===== config.mk =====
export PLATFORM = sky130hd
export DESIGN_NAME = wb_stage_flat
export DESIGN_NICKNAME = d
export VERILOG_FILES = /design/src/rtl/wb_stage_pkg.sv /design/src/rtl/wb_stage_if.sv /design/src/rtl/wb_stage_sat_counter.sv /design/src/rtl/wb_stage.sv /design/src/flat_wrapper.sv
export SDC_FILE = /design/constraint.sdc
export NUM_CORES = 1
export LEC_CHECK = 0
export CELL_PAD_IN_SITES_DETAIL_PLACEMENT = 0
export CELL_PAD_IN_SITES_GLOBAL_PLACEMENT = 1
export CORE_ASPECT_RATIO = 0.7
export CORE_MARGIN = 2
export CORE_UTILIZATION = 27
export DETAILED_ROUTE_END_ITERATION = 6
export HOLD_SLACK_MARGIN = 0.05
export PLACE_DENSITY_LB_ADDON = 0.3
export SETUP_SLACK_MARGIN = 0.4
export SYNTH_ARGS = -nofsm -noshare
export SYNTH_HDL_FRONTEND = slang
export SYNTH_HIERARCHICAL = 1
export SYNTH_SLANG_ARGS = --single-unit

===== constraint.sdc =====
create_clock -name clk -period 2.4 [get_ports clk]
set_input_delay 0.36 -clock clk [delete_from_list [all_inputs] [get_ports clk]]
set_output_delay 0.36 -clock clk [all_outputs]
set_load 0.01 [all_outputs]

===== src/rtl/wb_stage_pkg.sv =====
// Shared definitions for the write-back stage: FSM encoding, SYSCALL
// service codes and register indices.
package wb_stage_pkg;

   // Write-back FSM state encoding
   localparam logic [1:0] ST_RUN    = 2'd0;
   localparam logic [1:0] ST_PAUSE  = 2'd1;
   localparam logic [1:0] ST_HALT   = 2'd2;
   localparam logic [1:0] ST_RESUME = 2'd3;

   // SYSCALL service codes carried in $v0
   localparam int unsigned HALT_CODE_DEF = 10;
   localparam int unsigned DISP_CODE_DEF = 34;

   // Link register written by JAL
   localparam logic [4:0] REG_RA   = 5'd31;
   localparam logic [4:0] REG_ZERO = 5'd0;

   // Return address for JAL; wraps modulo 2^32
   function automatic logic [31:0] link_addr(input logic [31:0] pc);
      return pc + 32'd4;
   endfunction

endpackage


===== src/rtl/wb_stage_if.sv =====
// MEM/WB pipeline register outputs plus the register-file write port.
// master: the pipeline side driving MEM/WB and receiving the write port.
// slave:  the write-back stage.
interface wb_stage_if;

   logic [31:0] IR;
   logic [31:0] PC;
   logic [31:0] R1;
   logic [31:0] R2;
   logic [31:0] RD1;
   logic [31:0] RD2;
   logic [4:0]  WbRegNum;
   logic        RegWrite;
   logic        LOWrite;
   logic        HIWrite;
   logic        JAL;
   logic        SYSCALL;

   logic        rf_we;
   logic [4:0]  rf_waddr;
   logic [31:0] rf_wdata;

   modport master (
      output IR, PC, R1, R2, RD1, RD2, WbRegNum,
      output RegWrite, LOWrite, HIWrite, JAL, SYSCALL,
      input  rf_we, rf_waddr, rf_wdata
   );

   modport slave (
      input  IR, PC, R1, R2, RD1, RD2, WbRegNum,
      input  RegWrite, LOWrite, HIWrite, JAL, SYSCALL,
      output rf_we, rf_waddr, rf_wdata
   );

endinterface


===== src/rtl/wb_stage_sat_counter.sv =====
// Saturating up-counter with synchronous clear; holds at all-ones.
module sat_counter #(
   parameter int unsigned W = 32
) (
   input  logic         clk,
   input  logic         clear,
   input  logic         inc,
   output logic [W-1:0] q
);

   logic [W-1:0] q_q;
   logic [W-1:0] q_d;
   logic         full;

   assign full = (q_q == '1);

   // Next value: clear wins, otherwise step unless already saturated
   always_comb begin
      q_d = q_q;
      if (clear) begin
         q_d = '0;
      end else if (inc && !full) begin
         q_d = q_q + 1'b1;
      end
   end

   // Count register
   always_ff @(posedge clk) begin
      q_q <= q_d;
   end

   assign q = q_q;

endmodule


===== src/rtl/wb_stage.sv =====
// Write-back stage: register-file write port, HI/LO ownership, SYSCALL
// handling via a RUN/PAUSE/HALT/RESUME machine, and statistics counters.
module wb_stage
   import wb_stage_pkg::*;
#(
   parameter int unsigned CNT_W     = 32,
   parameter int unsigned HALT_CODE = HALT_CODE_DEF,
   parameter int unsigned DISP_CODE = DISP_CODE_DEF
) (
   input  logic             clk,
   input  logic             CLR_n,
   wb_stage_if.slave        wb,
   input  logic             go,
   output logic [31:0]      HI,
   output logic [31:0]      LO,
   output logic [31:0]      disp,
   output logic             stall,
   output logic             halted,
   output logic [CNT_W-1:0] cycle_cnt,
   output logic [CNT_W-1:0] instr_cnt,
   output logic [CNT_W-1:0] sys_cnt
);

   logic [1:0]  state_q, state_d;
   logic [31:0] hi_q, hi_d;
   logic [31:0] lo_q, lo_d;
   logic [31:0] disp_q, disp_d;

   logic in_run;
   logic act;
   logic sys_acc;
   logic is_halt;
   logic is_disp;
   logic clr;
   logic instr_inc;

   assign in_run    = (state_q == ST_RUN);
   // RESUME still retires the frozen instruction's non-SYSCALL effects;
   // only the SYSCALL itself is masked so it cannot retrigger a pause.
   assign act       = in_run || (state_q == ST_RESUME);
   assign sys_acc   = in_run && wb.SYSCALL;
   assign is_halt   = (wb.RD1 == HALT_CODE);
   assign is_disp   = (wb.RD1 == DISP_CODE);
   assign clr       = ~CLR_n;
   assign instr_inc = act && (wb.IR != '0);

   // Register-file write port, zero latency
   always_comb begin
      wb.rf_we    = wb.RegWrite && act && (wb.WbRegNum != REG_ZERO);
      wb.rf_waddr = wb.WbRegNum;
      wb.rf_wdata = wb.JAL ? link_addr(wb.PC) : wb.R1;
   end

   // FSM next state
   always_comb begin
      state_d = state_q;
      case (state_q)
         ST_RUN: begin
            if (wb.SYSCALL) begin
               if (is_halt) begin
                  state_d = ST_HALT;
               end else if (!is_disp) begin
                  state_d = ST_PAUSE;
               end
            end
         end
         ST_PAUSE: begin
            if (go) begin
               state_d = ST_RESUME;
            end
         end
         ST_HALT:   state_d = ST_HALT;
         ST_RESUME: state_d = ST_RUN;
         default:   state_d = ST_RUN;
      endcase
   end

   // HI/LO and display register next values
   always_comb begin
      hi_d   = hi_q;
      lo_d   = lo_q;
      disp_d = disp_q;
      if (act && wb.HIWrite) begin
         hi_d = wb.R2;
      end
      if (act && wb.LOWrite) begin
         lo_d = wb.R1;
      end
      if (sys_acc && is_disp) begin
         disp_d = wb.RD2;
      end
   end

   // State and architectural registers; reset overrides everything
   always_ff @(posedge clk) begin
      if (!CLR_n) begin
         state_q <= ST_RUN;
         hi_q    <= '0;
         lo_q    <= '0;
         disp_q  <= '0;
      end else begin
         state_q <= state_d;
         hi_q    <= hi_d;
         lo_q    <= lo_d;
         disp_q  <= disp_d;
      end
   end

   assign HI     = hi_q;
   assign LO     = lo_q;
   assign disp   = disp_q;
   assign stall  = (state_q == ST_PAUSE) || (state_q == ST_HALT);
   assign halted = (state_q == ST_HALT);

   sat_counter #(.W(CNT_W)) u_cycle_cnt (
      .clk   (clk),
      .clear (clr),
      .inc   (act),
      .q     (cycle_cnt)
   );

   sat_counter #(.W(CNT_W)) u_instr_cnt (
      .clk   (clk),
      .clear (clr),
      .inc   (instr_inc),
      .q     (instr_cnt)
   );

   sat_counter #(.W(CNT_W)) u_sys_cnt (
      .clk   (clk),
      .clear (clr),
      .inc   (sys_acc),
      .q     (sys_cnt)
   );

endmodule


===== src/flat_wrapper.sv =====
// flat-port wrapper written by rule: the top's interface ports become plain ports
module wb_stage_flat import wb_stage_pkg::*;
#(
   parameter int unsigned CNT_W     = 32,
   parameter int unsigned HALT_CODE = HALT_CODE_DEF,
   parameter int unsigned DISP_CODE = DISP_CODE_DEF
)
  (clk, CLR_n, go, HI, LO, disp, stall, halted, cycle_cnt, instr_cnt, sys_cnt, wb_IR, wb_PC, wb_R1, wb_R2, wb_RD1, wb_RD2, wb_WbRegNum, wb_RegWrite, wb_LOWrite, wb_HIWrite, wb_JAL, wb_SYSCALL, wb_rf_we, wb_rf_waddr, wb_rf_wdata);
  wb_stage_if wb_i ();
  input  logic clk;
  input  logic CLR_n;
  input  logic go;
  output logic [31:0] HI;
  output logic [31:0] LO;
  output logic [31:0] disp;
  output logic stall;
  output logic halted;
  output logic [CNT_W-1:0] cycle_cnt;
  output logic [CNT_W-1:0] instr_cnt;
  output logic [CNT_W-1:0] sys_cnt;
  input wire logic [$bits(wb_i.IR)-1:0] wb_IR;
  input wire logic [$bits(wb_i.PC)-1:0] wb_PC;
  input wire logic [$bits(wb_i.R1)-1:0] wb_R1;
  input wire logic [$bits(wb_i.R2)-1:0] wb_R2;
  input wire logic [$bits(wb_i.RD1)-1:0] wb_RD1;
  input wire logic [$bits(wb_i.RD2)-1:0] wb_RD2;
  input wire logic [$bits(wb_i.WbRegNum)-1:0] wb_WbRegNum;
  input wire logic [$bits(wb_i.RegWrite)-1:0] wb_RegWrite;
  input wire logic [$bits(wb_i.LOWrite)-1:0] wb_LOWrite;
  input wire logic [$bits(wb_i.HIWrite)-1:0] wb_HIWrite;
  input wire logic [$bits(wb_i.JAL)-1:0] wb_JAL;
  input wire logic [$bits(wb_i.SYSCALL)-1:0] wb_SYSCALL;
  output wire logic [$bits(wb_i.rf_we)-1:0] wb_rf_we;
  output wire logic [$bits(wb_i.rf_waddr)-1:0] wb_rf_waddr;
  output wire logic [$bits(wb_i.rf_wdata)-1:0] wb_rf_wdata;
  assign wb_i.IR = wb_IR;
  assign wb_i.PC = wb_PC;
  assign wb_i.R1 = wb_R1;
  assign wb_i.R2 = wb_R2;
  assign wb_i.RD1 = wb_RD1;
  assign wb_i.RD2 = wb_RD2;
  assign wb_i.WbRegNum = wb_WbRegNum;
  assign wb_i.RegWrite = wb_RegWrite;
  assign wb_i.LOWrite = wb_LOWrite;
  assign wb_i.HIWrite = wb_HIWrite;
  assign wb_i.JAL = wb_JAL;
  assign wb_i.SYSCALL = wb_SYSCALL;
  assign wb_rf_we = wb_i.rf_we;
  assign wb_rf_waddr = wb_i.rf_waddr;
  assign wb_rf_wdata = wb_i.rf_wdata;
  wb_stage #(.CNT_W(CNT_W), .HALT_CODE(HALT_CODE), .DISP_CODE(DISP_CODE)) u_core (.clk(clk), .CLR_n(CLR_n), .wb(wb_i), .go(go), .HI(HI), .LO(LO), .disp(disp), .stall(stall), .halted(halted), .cycle_cnt(cycle_cnt), .instr_cnt(instr_cnt), .sys_cnt(sys_cnt));
endmodule

==> impl_results.md, run 1 <==
- Outcome: finished clean
- Seq/Total Area, Yosys: 38.9%
- Tcrit/Tclk final: 95.2%
- Starting DRT DRC Count: 670
- Largest net degree at the start of global routing: 66
- Synth Warn #: 6
- Ports: 437
- Maximum VDD drop: 0.475 mV
- Syn_nets: 1428
- Clk_lat worst skew: 0.45 ns
- Buffer levels on the longest clock path: 2
- Slew @ Worst Pin: 0.661 ns
- Synth Register Bits: 194
- Rows: 58
- Hold Path Class: in2reg
- PortBufs: 436
- CP max stage delay: 0.55 ns
- HP Start: CLR_n
- Syn Inst Count: 1216
- RSZ-0062 raised after global routing: true
- Initial Util: 27.6%
- Synth top area share: 38.9%
- Core Area: 36200 um2
- GRT Total Usage: 20.4%
- Fin. Hold Viols: 0
- Yosys top cell by area: dfxtp_1
- GR Overflow Total: 0
- Post-Route WL: 41700 um
- Cell mode on critical path: or4_4
- F_max: 438 MHz
- Root Driver: clkbuf_16
- Setup violators final: 0
- Pleak: 6.22 nW
- CTS Buf Count: 17
- Antenna viol nets, final: 0
- PwrDens: 558 nW/um2
- Placed insts: 2151
- Vias per cell: 4.95
- Crit. End Element: output port
- Max cap viols: 0
- Crit path DAT: 1.92 ns
- Final max-slew violation count: 0
- Part of the power in registers: 37.5%
- Data required time of the worst path: 2.04 ns
- CTS Sinks: 194
- Syn_area_per_cell: 8.22 um2
- CTS tree: yes
- Synth-to-Final Area Change: 74.4%
- Switch Pwr: 3.16 mW
- WL/cell: 18.5 um
- Synth Flop Type: dfxtp_1
- GP Congestion: 0.926
- First-pass GRT wire length: 60700 um
- Clk_skew: 0.0145 ns
- Via count: 11170
- DRC: 0
- Final cell count without fillers: 2258
- Most common cell in the synthesized netlist: nand2_1
- Router iterations before antenna repair: 7
- Top cells by count, synth: nand2_1, dfxtp_1, a21oi_1
- Share of layout cells above drive strength 1: 24.1%
- H-tree levels: 4
- Fill cell count: 3540
- Crit Path Category: in2out
- Layout Nets: 1973
- Initial antenna violation count: 4
- Setup_tns: 0 ns
- Clk pwr share: 29.9%
- Reg2reg start: u_core/state_q[1]
- Worst setup SP type: input pin
- Crit-path cells: buf_8 -> buf_6 -> nand3_2 -> or4_4 -> or4_4 -> a31oi_2 -> buf_2
- Vias in the first global route: 10505
- Die height: 165 um
- Die ar.: 38600 um2
- EDFF count, synth: 0
- Distinct cells, synth: 55
- Clock transition at path regs: 0.07 ns
- Die width: 234 um
- HPWL Detailed: 30200 um
- CP Launch Point: wb_PC[2]
- Synth area leaders: dfxtp_1, nand2_1, a21oi_1
- FFs w/ async S/R, synth: 0%
- Worst-path maximum fanout: 3
- Worst slew margin: 55.9%
- Logic pwr share: 32.6%
- CP max stage cell: or4_4
- Sw frac: 32.5%
- Minimum clock period: 2.28 ns
- Syn Std Cell Area: 9990 um2
- Internal: 6.57 mW
[cells in the final DEF, fill, tap and decap left out, types with 8 or more instances in the layout]
cell and instances:
clkdlybuf4s50_1 352, o21ai_0 25, dfxtp_2 18, nand2_1 237, and4_4 17, xnor2_1 32
dfxtp_1 176, buf_2 21, dlygate4sd2_1 10, inv_1 13, clkbuf_16 20, a31oi_4 9
o21ai_1 31, and4_1 11, buf_12 8, mux2i_1 32, a21oi_1 124, or3_1 51
xor2_1 16, o31ai_1 17, buf_4 127, buf_6 47, a21oi_2 9, nor2_1 68
or4_4 12, nand3_1 39, dlymetal6s2s_1 22, nand4_1 24, and3_1 11
[metrics by stage]
stage	area (um2)	utilization [%]	power, mW	hold slack, ns	setup WS [ns]
after floorplan	10100	-	4.88	0.479	0.348
after global placement	15400	42.6	6.52	0.441	-0.824
after detailed placement	15400	42.6	6.52	0.445	-0.866
after CTS	16400	45.3	9.67	0.249	0.0417
after global routing	17400	48.1	10.3	0.300	0.0762
final	17400	48.1	9.73	0.278	0.116
[power groups by stage]
stage	registers (mW)	logic, mW	clock network [mW]
detailed placement	3.71	2.81	0
global route	3.69	3.44	3.16
CTS	3.65	3.01	3.01
floorplan	3.82	1.07	0
global placement	3.70	2.81	0
finish	3.65	3.18	2.91
[timing repair]
action / 4_1_cts / 5_1_grt
pin swaps: 47 / 85
gates cloned: 3 / 6
endpoints found under the setup margin: 124 / 133
hold buffers: 0 / 0
setup buffers: 24 / 38
resized for setup: 297 / 159
[state kept, by name, summed over array words and instances (netlist names)]
| name | count |
|---|---|
| u_core/HI | 32 |
| u_core/LO | 32 |
| u_core/disp | 32 |
| u_core/u_cycle_cnt/q | 32 |
| u_core/u_instr_cnt/q | 32 |
| u_core/u_sys_cnt/q | 32 |
| u_core/state_q | 2 |
[cell families after synthesis]
family          synth area share, %
fa+ha+maj                     0.876
simple gates                   30.8
flops                          38.9
compound gates                 17.1
mux                            3.54
xor+xnor                       4.38
buf+inv                        4.51
[final cells by class]
class                      instances  area, um2  share of cell area (%)
sequential                       194       3910                    22.4
multi-input combinational        931       6430                    36.9
clock inverter                    14        149                   0.854
inverter                          17       78.8                   0.452
antenna                            4       10.0                  0.0574
clock buffer                      18        439                    2.52
timing repair buffer             600       5810                    33.3
tap                              480        601                    3.45
[metal layers]
layer,GRT usage (%),vias up,wire (um)
li1,-,5485,-
met4,7.25,0,1240
met3,5.65,69,2240
met5,0,-,0
met2,32.2,297,19300
met1,26.7,5319,18900
[final timing paths]
path                              end  slack (ns)  cells after the start
min reg2reg             u_core/LO[27]        0.46                      2
max                   wb_rf_wdata[31]        0.12                      7
min                 u_core/state_q[0]        0.28                      3
max reg2reg  u_core/u_cycle_cnt/q[30]        0.32                     10
[critical path: cells and delay by family]
family | cells | cell delay, ns
buf+inv | 3 | 0.32
compound gates | 1 | 0.13
simple gates | 3 | 1.11
No activity file was read; power rests on OpenSTA's default activity.
==> run 2, diff against run 1 <==
--- a/config.mk
+++ b/config.mk
@@ -5,6 +5,7 @@
 export SDC_FILE = /design/constraint.sdc
 export NUM_CORES = 1
 export LEC_CHECK = 0
+export ABC_AREA = 1
 export CELL_PAD_IN_SITES_DETAIL_PLACEMENT = 0
 export CELL_PAD_IN_SITES_GLOBAL_PLACEMENT = 1
 export CORE_ASPECT_RATIO = 0.7
==> run 2 against run 1 <==
  * Maximum frequency is 16% higher
  * First-iteration DRC count grew 28%
  * Die area grew 10%
  * Synthesized cell count rose by 41%
  * Utilization down 4.6 points
  * Global-route usage down 0.051 points
  * Cell area about the same
  * Setup slack gained 0.31 ns
  * Synthesized area up 10%
  * Largest cell class unchanged
==> impl_results.md, run 2 <==
- WHS Endpoint: u_core/u_instr_cnt/q[24] (was u_core/state_q[0])
- Synth top area share: 35.3% (was 38.9%)
- Post-Route WL: 44800 um (was 41700 um)
- Setup slack after placement: -0.583 ns (was -0.866 ns)
- CP Launch Point: wb_PC[3] (was wb_PC[2])
- Setup violators final: 0 (unchanged)
- Final cell count without fillers: 2752 (was 2258)
- Worst hold slack: 0.310 ns (was 0.278 ns)
- Crit path DAT: 1.61 ns (was 1.92 ns)
- CP max stage delay: 0.49 ns (was 0.55 ns)
- Top cells by count, synth: nor2_1, nand2_1, dfxtp_1 (was nand2_1, dfxtp_1, a21oi_1)
- FF-to-FF path depth: 11 (was 10)
- Core Area: 40000 um2 (was 36200 um2)
- Clock transition at path regs: 0.07 ns (about the same)
- Vias in the first global route: 12241 (was 10505)
- Synth Warn #: 6 (unchanged)
- Syn_nets: 1923 (was 1428)
- Crit. End Element: output port (unchanged)
- Worst slew margin: 28.5% (was 55.9%)
- Most frequent cells in the layout: nor2_1, clkdlybuf4s50_1, nand2_1, dfxtp_1, nand3_1 (was clkdlybuf4s50_1, nand2_1, dfxtp_1, buf_4, a21oi_1)
- Rows: 61 (was 58)
- Slew @ Worst Pin: 1.07 ns (was 0.661 ns)
- GR Overflow Total: 0 (unchanged)
- Initial antenna violation count: 2 (was 4)
- Most common cell in the synthesized netlist: nor2_1 (was nand2_1)
- GP Congestion: 0.898 (was 0.926)
- Crit Path Category: in2out (unchanged)
- Synth-to-Final Area Change: 58.2% (was 74.4%)
- Syn Inst Count: 1711 (was 1216)
- EDFF count, synth: 0 (unchanged)
- Crit-path cells: buf_8 -> ha_4 -> buf_4 -> buf_4 -> inv_1 -> nand2_1 -> nand3_1 -> nand2_1 -> clkdlybuf4s50_1 (was buf_8 -> buf_6 -> nand3_2 -> or4_4 -> or4_4 -> a31oi_2 -> buf_2)
- R2r endpoint: u_core/u_instr_cnt/q[26] (was u_core/u_cycle_cnt/q[30])
- Logic pwr share: 38.1% (was 32.6%)
- CTS Sinks: 194 (unchanged)
- Setup_tns: 0 ns (unchanged)
- Final max-slew violation count: 0 (unchanged)
- Outcome: finished clean (unchanged)
- Data required time of the worst path: 2.04 ns (about the same)
- Die width: 245 um (was 234 um)
- Yosys top cell by area: dfxtp_1 (unchanged)
- Worst-path maximum fanout: 2 (was 3)
- RSZ-0062 raised after global routing: true (unchanged)
- Syn Std Cell Area: 11000 um2 (was 9990 um2)
- Switch Pwr: 3.86 mW (was 3.16 mW)
- Design area: 17400 um2 (about the same)
- Ports: 437 (unchanged)
- Placed cell area: 16300 um2 (was 15400 um2)
- Sw frac: 35.8% (was 32.5%)
- F_max: 507 MHz (was 438 MHz)
- Antenna viol nets, final: 0 (unchanged)
- Max cap viols: 0 (unchanged)
- Clk_lat worst skew: 0.45 ns (about the same)
- Minimum clock period: 1.97 ns (was 2.28 ns)
- Reg2reg start: u_core/state_q[0] (was u_core/state_q[1])
- Vias per cell: 4.73 (was 4.95)
- Buffer levels on the longest clock path: 2 (unchanged)
- PwrDens: 620 nW/um2 (was 558 nW/um2)
- Crit path buf inv count: 5 (was 3)
- H-tree levels: 4 (unchanged)
- Die height: 173 um (was 165 um)
- Worst setup SP type: input pin (unchanged)
- Maximum VDD drop: 0.489 mV (was 0.475 mV)
- Pleak: 6.66 nW (was 6.22 nW)
- Via count: 13014 (was 11170)
- Seq/Total Area, Yosys: 35.3% (was 38.9%)
- CP max stage cell: clkdlybuf4s50_1 (was or4_4)
- Cell family contributing the most delay on the critical path: buffers and inverters (was simple AND/OR/NAND/NOR gates)
- Synth Register Bits: 194 (unchanged)
- Hold Path Class: in2reg (unchanged)
- Share of layout cells above drive strength 1: 16.2% (was 24.1%)
- CTS Buf Count: 17 (unchanged)
- Internal: 6.93 mW (was 6.57 mW)
- Starting DRT DRC Count: 858 (was 670)
- Clk_skew: 0.0145 ns (about the same)
- Synth area leaders: dfxtp_1, nor2_1, nand2_1 (was dfxtp_1, nand2_1, a21oi_1)
- Layout Nets: 2416 (was 1973)
- Part of the power in registers: 36.0% (was 37.5%)
- WL/cell: 16.3 um (was 18.5 um)
- Largest net degree at the start of global routing: 67 (was 66)
- DRC: 0 (unchanged)
- HPWL Detailed: 34500 um (was 30200 um)
- Router iterations before antenna repair: 5 (was 7)
- First-pass GRT wire length: 68300 um (was 60700 um)
- CTS tree: yes (unchanged)
- Initial Util: 27.5% (was 27.6%)
- Clk pwr share: 25.9% (was 29.9%)
- HP Start: CLR_n (unchanged)
- Placed insts: 2695 (was 2151)
- Reg2reg setup slack: 0.49 ns (was 0.32 ns)
- Tcrit/Tclk final: 82.1% (was 95.2%)
- Fin. Hold Viols: 0 (unchanged)
- Die ar.: 42400 um2 (was 38600 um2)
- Root Driver: clkbuf_16 (unchanged)
- Hold Crit Depth: 3 (unchanged)
- Commonest non-fill, non-tap cell in the layout: nor2_1 (was clkdlybuf4s50_1)
- GRT Total Usage: 20.4% (about the same)
- FFs w/ async S/R, synth: 0% (unchanged)
- Distinct cells, synth: 37 (was 55)
- Syn_area_per_cell: 6.44 um2 (was 8.22 um2)
- PortBufs: 436 (unchanged)
- Synth Flop Type: dfxtp_1 (unchanged)
- Setup ws final: 0.429 ns (was 0.116 ns)
run 2: cell count changes in the layout (fill, tap and decap cells not counted), sizes merged, moves of 42 or more:
| cell | before | now |
|---|---|---|
| nand4 | 33 | 75 |
| inv | 21 | 104 |
| nand2 | 242 | 410 |
| buf | 207 | 145 |
| nor2 | 73 | 442 |
| or3 | 58 | 1 |
| nand3 | 45 | 117 |
run 2: through the flow:
| stage | utilization (%) | power [mW] |
|---|---|---|
| finish | 43.6 | 10.8 |
| CTS | 42.9 | 10.7 |
| global route | 43.6 | 11.5 |
| global placement | 40.7 | 7.71 |
| floorplan | - | 5.57 |
| detailed placement | 40.7 | 7.73 |
run 2: worst reg2reg max path: stages, from the launching register on:
cell	delay [ns]
dfxtp_2	0.35
inv_2	0.06
ha_4	0.26
buf_12	0.14
a21oi_4	0.19
inv_4	0.09
nor2_4	0.13
nand3_4	0.12
nor3_4	0.24
nand3_1	0.10
nand2_1	0.07
nor2_1	0.05
run 2: repair_timing:
item | CTS | global route
cloned | 0 | 1
hold buffers | 0 | 0
pin swaps | 45 | 44
buffers inserted | 13 | 11
setup endpoints to repair | 122 | 134
gates resized for setup | 295 | 81
run 2: per-layer routing:
metal / part of all wire (%) / wire [um] / global-route usage [%]
met3: 6.6 / 2940 / 4.35
met2: 44 / 19700 / 31.6
met4: 2.5 / 1130 / 7.12
met5: 0.027 / 12 / 0
met1: 47 / 21100 / 27.8
run 2: worst max path at each step:
| stage | slack (ns) | cells after the start | end |
|---|---|---|---|
| floorplan | 0.43 | 10 | u_core/u_instr_cnt/q[23] |
| global placement | -0.55 | 11 | wb_rf_wdata[24] |
| detailed placement | -0.58 | 11 | wb_rf_wdata[24] |
| CTS | 0.34 | 4 | stall |
| global route | 0.34 | 10 | wb_rf_wdata[24] |
| finish | 0.43 | 9 | wb_rf_wdata[4] |
run 2: kinds of logic after synthesis:
logic type / count (synthesis) / share of synthesized area (%)
and+or+nand+nor: 1113 / 45.3
buffers and inverters: 171 / 7.34
DFF: 194 / 35.3
adders and majority gates: 7 / 0.795
xor gates and xnor gates: 25 / 1.99
AOI/OAI and AO/OA: 201 / 9.35
run 2: final cells by class:
cell class / instances / area [um2]
timing repair buffer: 545 / 5070
clock buffer: 17 / 425
fill: 4141 / 22600
sequential: 194 / 3890
multi-input combinational: 1347 / 6860
antenna: 1 / 2.50
tap: 535 / 669
inverter: 99 / 380
clock inverter: 14 / 121
run 2: power by group through the flow:
stage	Combinational [mW]	Sequential, mW	Clock, mW
2_1_floorplan	1.47	4.10	0
3_3_place_gp	3.78	3.93	0
3_5_place_dp	3.79	3.95	0
4_1_cts	3.93	3.88	2.92
5_1_grt	4.48	3.94	3.03
6_report	4.11	3.88	2.80
